[src/rtl/id_pkg.sv]
// rtl/id_pkg.sv - shared character classes and ASCII bounds for the identifier blocks
package id_pkg;

  localparam logic [7:0] ASCII_0     = 8'd48;
  localparam logic [7:0] ASCII_9     = 8'd57;
  localparam logic [7:0] ASCII_UC_A  = 8'd65;
  localparam logic [7:0] ASCII_UC_Z  = 8'd90;
  localparam logic [7:0] ASCII_LC_A  = 8'd97;
  localparam logic [7:0] ASCII_LC_Z  = 8'd122;

  // Encoding must stay identical to the identifier FSM's type encoding.
  typedef enum logic [1:0] {
    CLS_OTHER  = 2'b00,
    CLS_LETTER = 2'b01,
    CLS_DIGIT  = 2'b10
  } cls_e;

  function automatic cls_e classify(input logic [7:0] c);
    if ((c >= ASCII_UC_A && c <= ASCII_UC_Z) || (c >= ASCII_LC_A && c <= ASCII_LC_Z))
      return CLS_LETTER;
    else if (c >= ASCII_0 && c <= ASCII_9)
      return CLS_DIGIT;
    else
      return CLS_OTHER;
  endfunction

endpackage

[src/rtl/len_fifo.sv]
// rtl/len_fifo.sv - synchronous FIFO holding completed token lengths
module len_fifo #(
  parameter int WIDTH = 8,
  parameter int DEPTH = 4
) (
  input  logic             clk,
  input  logic             reset,
  input  logic             push,
  input  logic [WIDTH-1:0] din,
  input  logic             pop,
  output logic [WIDTH-1:0] dout,
  output logic             empty,
  output logic             full
);

  localparam int AW = $clog2(DEPTH);

  logic [WIDTH-1:0] mem_q [DEPTH];
  logic [AW-1:0]    wr_ptr_q, wr_ptr_d;
  logic [AW-1:0]    rd_ptr_q, rd_ptr_d;
  logic [AW:0]      count_q, count_d;
  logic             do_push, do_pop;

  assign empty   = (count_q == '0);
  assign full    = (count_q == (AW+1)'(DEPTH));
  assign do_pop  = pop && !empty;
  // A pop on the same edge frees the slot a full-FIFO push needs.
  assign do_push = push && (!full || do_pop);
  assign dout    = mem_q[rd_ptr_q];

  always_comb begin
    wr_ptr_d = wr_ptr_q;
    rd_ptr_d = rd_ptr_q;
    count_d  = count_q;
    if (do_push) wr_ptr_d = wr_ptr_q + AW'(1);
    if (do_pop)  rd_ptr_d = rd_ptr_q + AW'(1);
    case ({do_push, do_pop})
      2'b10:   count_d = count_q + (AW+1)'(1);
      2'b01:   count_d = count_q - (AW+1)'(1);
      default: count_d = count_q;
    endcase
  end

  always_ff @(posedge clk or posedge reset) begin
    if (reset) begin
      wr_ptr_q <= '0;
      rd_ptr_q <= '0;
      count_q  <= '0;
    end else begin
      wr_ptr_q <= wr_ptr_d;
      rd_ptr_q <= rd_ptr_d;
      count_q  <= count_d;
    end
  end

  always_ff @(posedge clk) begin
    if (do_push) mem_q[wr_ptr_q] <= din;
  end

endmodule

[src/rtl/id_token_stat.sv]
// rtl/id_token_stat.sv - measures, counts and queues lengths of matched identifiers
module id_token_stat
  import id_pkg::*;
#(
  parameter int CNT_W      = 16,
  parameter int LEN_W      = 8,
  parameter int FIFO_DEPTH = 4
) (
  input  logic             clk,
  input  logic             reset,
  input  logic [7:0]       char_i,
  input  logic             id_match,
  input  logic             len_ready,
  output logic             len_valid,
  output logic [LEN_W-1:0] len_data,
  output logic [CNT_W-1:0] id_count,
  output logic [LEN_W-1:0] max_len,
  output logic             overflow
);

  cls_e             cls;
  logic             term;
  logic             fifo_empty, fifo_full, fifo_pop;
  logic [LEN_W-1:0] fifo_dout, tok_len_inc;
  logic [LEN_W-1:0] tok_len_q, tok_len_d;
  logic             in_word_q, in_word_d;
  logic [CNT_W-1:0] id_count_q, id_count_d;
  logic [LEN_W-1:0] max_len_q, max_len_d;
  logic             overflow_q, overflow_d;

  assign cls         = classify(char_i);
  assign term        = id_match && (cls == CLS_OTHER) && (tok_len_q != '0);
  assign tok_len_inc = (tok_len_q == '1) ? tok_len_q : tok_len_q + LEN_W'(1);
  assign fifo_pop    = len_ready && !fifo_empty;

  always_comb begin
    tok_len_d  = tok_len_q;
    in_word_d  = in_word_q;
    id_count_d = id_count_q;
    max_len_d  = max_len_q;
    overflow_d = overflow_q;
    // Digits before the first letter are not part of the token.
    case (cls)
      CLS_OTHER: begin
        in_word_d = 1'b0;
        tok_len_d = '0;
      end
      CLS_LETTER: begin
        in_word_d = 1'b1;
        tok_len_d = tok_len_inc;
      end
      CLS_DIGIT: if (in_word_q) tok_len_d = tok_len_inc;
      default: ;
    endcase
    if (term) begin
      if (id_count_q != '1)     id_count_d = id_count_q + CNT_W'(1);
      if (tok_len_q > max_len_q) max_len_d = tok_len_q;
      if (fifo_full && !fifo_pop) overflow_d = 1'b1;
    end
  end

  always_ff @(posedge clk or posedge reset) begin
    if (reset) begin
      tok_len_q  <= '0;
      in_word_q  <= 1'b0;
      id_count_q <= '0;
      max_len_q  <= '0;
      overflow_q <= 1'b0;
    end else begin
      tok_len_q  <= tok_len_d;
      in_word_q  <= in_word_d;
      id_count_q <= id_count_d;
      max_len_q  <= max_len_d;
      overflow_q <= overflow_d;
    end
  end

  len_fifo #(
    .WIDTH (LEN_W),
    .DEPTH (FIFO_DEPTH)
  ) u_len_fifo (
    .clk   (clk),
    .reset (reset),
    .push  (term),
    .din   (tok_len_q),
    .pop   (fifo_pop),
    .dout  (fifo_dout),
    .empty (fifo_empty),
    .full  (fifo_full)
  );

  assign len_valid = !fifo_empty;
  assign len_data  = len_valid ? fifo_dout : '0;
  assign id_count  = id_count_q;
  assign max_len   = max_len_q;
  assign overflow  = overflow_q;

endmodule

[config.mk]
export PLATFORM = sky130hd
export DESIGN_NAME = id_token_stat
export DESIGN_NICKNAME = d
export VERILOG_FILES = /design/src/rtl/id_pkg.sv /design/src/rtl/len_fifo.sv /design/src/rtl/id_token_stat.sv
export SDC_FILE = /design/constraint.sdc
export NUM_CORES = 1
export LEC_CHECK = 0
export CAP_MARGIN = 20
export CORE_MARGIN = 5
export CORE_UTILIZATION = 30
export DETAILED_ROUTE_END_ITERATION = 10
export GPL_TIMING_DRIVEN = 0
export PLACE_DENSITY_LB_ADDON = 0.12
export SLEW_MARGIN = 15
export SYNTH_ARGS = -nofsm -noshare
export SYNTH_HDL_FRONTEND = slang
export SYNTH_HIERARCHICAL = 1
export SYNTH_SLANG_ARGS = --single-unit
export TNS_END_PERCENT = 50
[constraint.sdc]
create_clock -name clk -period 3.1 [get_ports clk]
set_input_delay 0.62 -clock clk [delete_from_list [all_inputs] [get_ports clk]]
set_output_delay 0.62 -clock clk [all_outputs]
set_load 0.02 [all_outputs]
==> results of run 1 <==
## worst max-delay path: stages
cell,delay (ns)
sky130_fd_sc_hd__clkdlybuf4s50_1,0.50
sky130_fd_sc_hd__nor4bb_2,0.33
sky130_fd_sc_hd__a221oi_1,0.17
sky130_fd_sc_hd__o21ai_4,0.12
sky130_fd_sc_hd__inv_1,0.05
sky130_fd_sc_hd__buf_2,0.17
sky130_fd_sc_hd__or2_2,0.31
sky130_fd_sc_hd__fa_1,0.38
sky130_fd_sc_hd__nand2b_1,0.17
sky130_fd_sc_hd__o211ai_1,0.16
sky130_fd_sc_hd__nand3_1,0.09
## synth_stat cells (8+ instances only)
cell,n,area [sq um]
sky130_fd_sc_hd__dfrtp_1,41,1030
sky130_fd_sc_hd__edfxtp_1,32,961
sky130_fd_sc_hd__inv_1,25,93.8
sky130_fd_sc_hd__ha_1,15,188
sky130_fd_sc_hd__xor2_1,14,123
sky130_fd_sc_hd__nand2_1,12,45.0
sky130_fd_sc_hd__nor2_1,12,45.0
sky130_fd_sc_hd__nor3_1,11,55.1
sky130_fd_sc_hd__a21oi_1,10,50.1
sky130_fd_sc_hd__nor2b_1,10,62.6
sky130_fd_sc_hd__nand3_1,9,45.0
sky130_fd_sc_hd__mux4_2,8,180
## timing repair
item / 4_1_cts / 5_1_grt
pin swaps: 1 / 0
hold buffers: 0 / 0
resized for setup: 0 / 1
endpoints found under the setup margin: 10 / 2
buffers inserted: 1 / 0
## sequential cells by signal, summed over array words and instances (netlist names)
signal,flops
tok_len_q,8
overflow,1
max_len,8
u_len_fifo/mem_q,32
u_len_fifo/rd_ptr_q,2
u_len_fifo/wr_ptr_q,2
id_count,16
u_len_fifo/count_q,3
in_word_q,1
## power by group
| group | internal [uW] | switching (uW) |
|---|---|---|
| combinational | 455 | 460 |
| sequential | 1080 | 82.6 |
| clock | 641 | 429 |
| total | 2180 | 972 |
## cells by family (layout without fill, tap and decap cells)
group           after synthesis  after routing  synth area share [%]
fa+ha+maj                    16             16                  5.68
compound gates               40             40                  9.00
mux                          19             19                  8.32
buf+inv                      30             92                  3.35
flops                        73             73                  54.4
simple gates                 93             93                  14.7
xor+xnor                     19             19                  4.55
## cell type report
cell class | count | area [sq um] | share of cell area, %
flip-flops and latches | 73 | 1990 | 42.9
clock inverters | 7 | 86.3 | 1.86
clock buffers | 9 | 225 | 4.86
multi-input cells | 187 | 1560 | 33.6
plain buffers | 4 | 25.0 | 0.540
inverters | 25 | 93.8 | 2.02
well taps | 147 | 184 | 3.97
repair buffers | 47 | 478 | 10.3
## per-layer routing
layer / up-vias / global-route usage (%) / routed length [um]
li1: 1185 / - / -
met1: 1173 / 14.5 / 3600
met2: 30 / 17.6 / 3540
met3: 4 / 2.90 / 208
met4: 0 / 3.40 / 60
met5: - / 0 / 0
## worst max-delay path by stage
stage	from	endpoint	slack (ns)
detailed placement	char_i[4]	u_len_fifo/count_q[2]	-0.78
global route	tok_len_q[0]	u_len_fifo/count_q[2]	0.06
finish	char_i[4]	u_len_fifo/count_q[2]	0.21
global placement	char_i[4]	u_len_fifo/count_q[2]	-0.75
floorplan	char_i[7]	u_len_fifo/count_q[2]	0.16
CTS	char_i[4]	u_len_fifo/count_q[2]	0.12
## per-stage QoR
stage / total power, uW / setup TNS, ns / hold WS (ns)
global route: 3370 / 0 / 0.482
detailed placement: 2120 / -11.59 / 0.479
global placement: 2100 / -10.77 / 0.460
finish: 3150 / 0 / 0.486
CTS: 3220 / 0 / 0.478
floorplan: 1780 / 0 / 0.423
==> qor_table.md, run 1 <==
| Metric | Reported | Unit |
| --- | --- | --- |
| Vias per cell | 4.79 | - |
| Register-to-register setup slack | 0.25 | ns |
| Pin count of the biggest net entering global routing | 34 | - |
| Clock transition at the registers of the reported paths | 0.06 | ns |
| Final Instance Count excl. Fillers | 499 | - |
| R2r startpoint | tok_len_q[0] | - |
| Total global-route track usage | 11.0 | % |
| Count of standard-cell rows | 40 | - |
| Outcome | complete, no violations | - |
| H-tree depth | 3 | - |
| Final standard cell utilization of the core | 38.8 | % |
| Crit-path max FO | 9 | - |
| Drt first pass iters | 4 | - |
| Synth warn | 6 | - |
| Cells on worst reg2reg path | 12 | - |
| Vias after detailed routing | 2392 | - |
| Count of final max-slew check failures | 0 | - |
| Cell Area, Synth | 3650 | sq um |
| Final global-route overflow total | 0 | - |
| Kind of start point of the critical path | primary input | - |
| Total routed wirelength | 7.41 | mm |
| Top library cells by usage in the layout, fill and taps aside | 45 x sky130_fd_sc_hd__clkdlybuf4s50_1, 41 x sky130_fd_sc_hd__dfrtp_1, 32 x sky130_fd_sc_hd__edfxtp_1 | - |
| Number of clock sinks | 73 | - |
| Min cycle time layout | 2.89 | ns |
| Number of library cell types mapped by synthesis | 60 | - |
| Mean area per synthesized cell | 12.6 | sq um |
| Final non-filler cell area | 4640 | sq um |
| Post-synthesis to final-layout area growth | 26.8 | % |
| Asr flop ratio synth | 56.2 | % |
| Layout cell share with drive strength beyond 1 | 15.6 | % |
| Setup slack after placement | -0.781 | ns |
| Destination of the worst register-to-register timing path | u_len_fifo/count_q[2] | - |
| Number of input and output port buffers inserted | 45 | - |
| Most frequent standard cell in the layout excluding fill and tap cells | sky130_fd_sc_hd__clkdlybuf4s50_1 | - |
| Final Setup Violations | 0 | - |
| Classification of the worst-slack hold path | primary input to async pin | - |
| Maximum clock path buffer count | 2 | - |
| Initial antenna violation count | 0 | - |
| DP Area | 4310 | sq um |
| Worst clock skew on the final layout | 0.00995 | ns |
| Number of instances in the placed design | 483 | - |
| Data arrival time at the worst-slack endpoint | 3.09 | ns |
| Die extent in x | 120 | um |
| Worst slew slack as a fraction of its limit | 48.2 | % |
| Power per Cell Area | 680 | nW/um^2 |
| Layout net count | 375 | - |
| Total core area | 12000 | sq um |
| Clock tree from TritonCTS | yes | - |
| Number of max-capacitance violations reported | 0 | - |
| Antenna violation net count after detailed routing | 0 | - |
| Synthesis-stage register bit count | 73 | - |
| Crit path capture type | flip-flop | - |
| Number of standard cells after synthesis | 290 | - |
| HPWL after DPL | 5.26 | mm |
| Top FF cell, synth | sky130_fd_sc_hd__dfrtp_1 | - |
| CP required | 3.30 | ns |
| Global-route wire length before repair | 12.7 | mm |
| Die footprint | 14500 | sq um |
| Fillers | 1153 | - |
| Post-route DRC | 0 | - |
| Final antenna diode count | 0 | - |
| Endpoints failing hold | 0 | - |
| Leak Pwr | 0.00185 | uW |
| I/O pin count | 46 | - |
| Syn_nets | 318 | - |
| Kind of critical path | primary input to flip-flop | - |
| WL per Instance | 14.8 | um |
| Setup repair after global routing missed its margin | false | - |
| Max VDD drop | 312 | uV |
| Number of synthesized flops with an enable pin | 32 | - |
| Setup WS post-layout | 0.208 | ns |
| Clock tree root buffer cell | sky130_fd_sc_hd__clkbuf_16 | - |
| Initial core utilization | 30.6 | % |
| Register area share after synthesis | 54.4 | % |
| Clock latency at the later pin of the worst-skew pair | 0.33 | ns |
| Total clock buffers created by CTS | 9 | - |
| Maximum clock rate | 346 | MHz |
| Final worst path period share | 93.3 | % |
| Number of global-route vias before repair | 2532 | - |
| Iter 0 DRT Violations | 153 | - |
| Pin slew with the least headroom to its limit | 0.773 | ns |
| Die Ht | 120 | um |
| Final estimated routing congestion in global placement | 0.787 | - |
Note: power is estimated with default switching activity, not from simulation.
==> run 2: changes to the inputs <==
CTS_CLUSTER_SIZE = 30   (was unset)
PLACE_DENSITY_LB_ADDON = 0.15   (was 0.12)
RECOVER_POWER = 100   (was unset)
==> run 2 against run 1 <==
Clock power hardly changed. Core utilization decreased by 0.31 points. Register-to-register slack lost 0.05 ns. Critical endpoint is now u_len_fifo/mem_q[3][1].
==> qor_table.md, run 2 (synthesis gave the netlist of run 1 again) <==
| Metric | Reported | Unit |
| --- | --- | --- |
| Die extent in x | 120 | um |
| Die footprint | 14500 | sq um |
| Clock transition at the registers of the reported paths | 0.06 | ns |
| Top library cells by usage in the layout, fill and taps aside | 41 x sky130_fd_sc_hd__dfrtp_1, 32 x sky130_fd_sc_hd__edfxtp_1, 27 x sky130_fd_sc_hd__dlygate4sd3_1 | - |
| Kind of start point of the critical path | primary input | - |
| Pin slew with the least headroom to its limit | 1.34 | ns |
| Number of global-route vias before repair | 2493 | - |
| Number of input and output port buffers inserted | 45 | - |
| Post-route DRC | 0 | - |
| I/O pin count | 46 | - |
| Count of final max-slew check failures | 0 | - |
| Worst clock skew on the final layout | 0.00691 | ns |
| H-tree depth | 3 | - |
| Leak Pwr | 0.00187 | uW |
| Power per Cell Area | 675 | nW/um^2 |
| Crit-path max FO | 9 | - |
| Total global-route track usage | 11.0 | % |
| Number of instances in the placed design | 482 | - |
| Final Setup Violations | 0 | - |
| Kind of critical path | primary input to flip-flop | - |
| Total clock buffers created by CTS | 9 | - |
| Count of standard-cell rows | 40 | - |
| Outcome | complete, no violations | - |
| Max stage delay cell, worst path | sky130_fd_sc_hd__clkdlybuf4s50_1 | - |
| Endpoints failing hold | 0 | - |
| Crit path capture type | flip-flop | - |
| Max VDD drop | 296 | uV |
| Maximum clock rate | 339 | MHz |
| Worst slew slack as a fraction of its limit | 10.8 | % |
| Data arrival time at the worst-slack endpoint | 2.93 | ns |
| Pin count of the biggest net entering global routing | 35 | - |
| Maximum clock path buffer count | 2 | - |
| Die Ht | 120 | um |
| Initial antenna violation count | 0 | - |
| WL per Instance | 15.1 | um |
| Final antenna diode count | 0 | - |
| Total core area | 12000 | sq um |
| Setup repair after global routing missed its margin | false | - |
| Min cycle time layout | 2.95 | ns |
| Layout cell share with drive strength beyond 1 | 13.4 | % |
| Total routed wirelength | 7.53 | mm |
| CP required | 3.07 | ns |
| Global-route wire length before repair | 12.6 | mm |
| Max stage delay on crit path | 0.44 | ns |
| Post-synthesis to final-layout area growth | 25.8 | % |
| Number of clock sinks | 73 | - |
| Number of max-capacitance violations reported | 0 | - |
| Final standard cell utilization of the core | 38.4 | % |
| Setup WS post-layout | 0.148 | ns |
| HPWL after DPL | 5.26 | mm |
| Setup slack after placement | -0.823 | ns |
| Post-route worst hold slack | 0.461 | ns |
| Drt first pass iters | 4 | - |
| Final global-route overflow total | 0 | - |
| Iter 0 DRT Violations | 135 | - |
| Vias per cell | 4.73 | - |
| Fillers | 1183 | - |
| Classification of the worst-slack hold path | flip-flop to flip-flop | - |
| Most frequent standard cell in the layout excluding fill and tap cells | sky130_fd_sc_hd__dfrtp_1 | - |
| Final Instance Count excl. Fillers | 498 | - |
| Initial core utilization | 30.6 | % |
| Flip-flop count of the largest register, all copies and words added | 32 | - |
| Clock tree from TritonCTS | yes | - |
| Clock tree root buffer cell | sky130_fd_sc_hd__clkbuf_16 | - |
| Reg with most FFs | u_len_fifo/mem_q | - |
| Final estimated routing congestion in global placement | 0.757 | - |
| Vias after detailed routing | 2354 | - |
| Antenna violation net count after detailed routing | 0 | - |
| Layout net count | 374 | - |
| Clock latency at the later pin of the worst-skew pair | 0.33 | ns |
| Final worst path period share | 95.2 | % |
| Chain of cells forming the critical path | clkdlybuf4s50_1, or3_1, o32ai_4, o21ai_4, inv_1, buf_2, o21a_1, and2_1 | - |
[run 2: cell count changes in the layout (fill, tap and decap cells not counted), moves of 2 or more]
cell | before | now
sky130_fd_sc_hd__inv_8 | 2 | 0
sky130_fd_sc_hd__and2_1 | 1 | 4
sky130_fd_sc_hd__and2_2 | 4 | 1
sky130_fd_sc_hd__clkdlybuf4s50_1 | 45 | 18
sky130_fd_sc_hd__dlygate4sd3_1 | 0 | 27
[run 2: path summary, 6_finish.rpt]
| kind | cells past startpoint | start | end | slack (ns) |
|---|---|---|---|---|
| setup / recovery | 8 | char_i[4] | u_len_fifo/mem_q[3][1] | 0.15 |
| max in group asynchronous | 2 | reset | max_len[1] | 1.17 |
| setup reg to reg | 9 | tok_len_q[0] | u_len_fifo/mem_q[3][1] | 0.20 |
| hold reg to reg | 2 | overflow | overflow | 0.46 |
| hold / removal | 2 | overflow | overflow | 0.46 |
| min in group asynchronous | 2 | reset | u_len_fifo/wr_ptr_q[0] | 0.70 |
[run 2: final cells by class]
type,instances,area [sq um],area share [%]
buffer,4,17.5,0.381
clock buffer,9,225,4.90
clock inverter,7,77.6,1.69
inverter,25,93.8,2.04
multi-input combinational,187,1560,33.8
sequential,73,1990,43.2
tap,147,184,4.00
timing repair buffer,46,458,9.96
[run 2: repair_timing]
action | CTS | global route
setup endpoints to repair | 2 | 2
pin swaps | 1 | 0
gates resized for setup | 1 | 2
buffers inserted | 1 | 0
hold endpoints to repair | 0 | 0
hold buffers | 0 | 0
[run 2: power by group]
part           switching [uW]  leakage, uW  internal (uW)
Clock                     417     0.000146            630
Combinational             459     0.000901            431
Sequential               82.4     0.000826           1080
Total                     958      0.00187           2140
[run 2: layer usage]
layer / vias up / share of wire [%] / track usage (%)
met5: - / 0 / 0
met4: 0 / 0.54 / 2.83
met3: 2 / 2.8 / 3.13
met2: 28 / 48 / 17.7
met1: 1147 / 48 / 14.6
li1: 1177 / - / -
[run 2: worst max-delay path, delay by kind of cell]
kind	cells	cell delay (ns)
simple gates	2	0.86
compound gates	3	0.75
buf+inv	3	0.70
[run 2: through the flow]
step                      TNS (ns)  power, uW  cell area [sq um]
after CTS                        0       3190               4610
after floorplan                  0       1780               3650
after detailed placement    -11.38       2120               4290
final                            0       3100               4600
after global routing             0       3290               4600
after global placement      -10.80       2090               4290
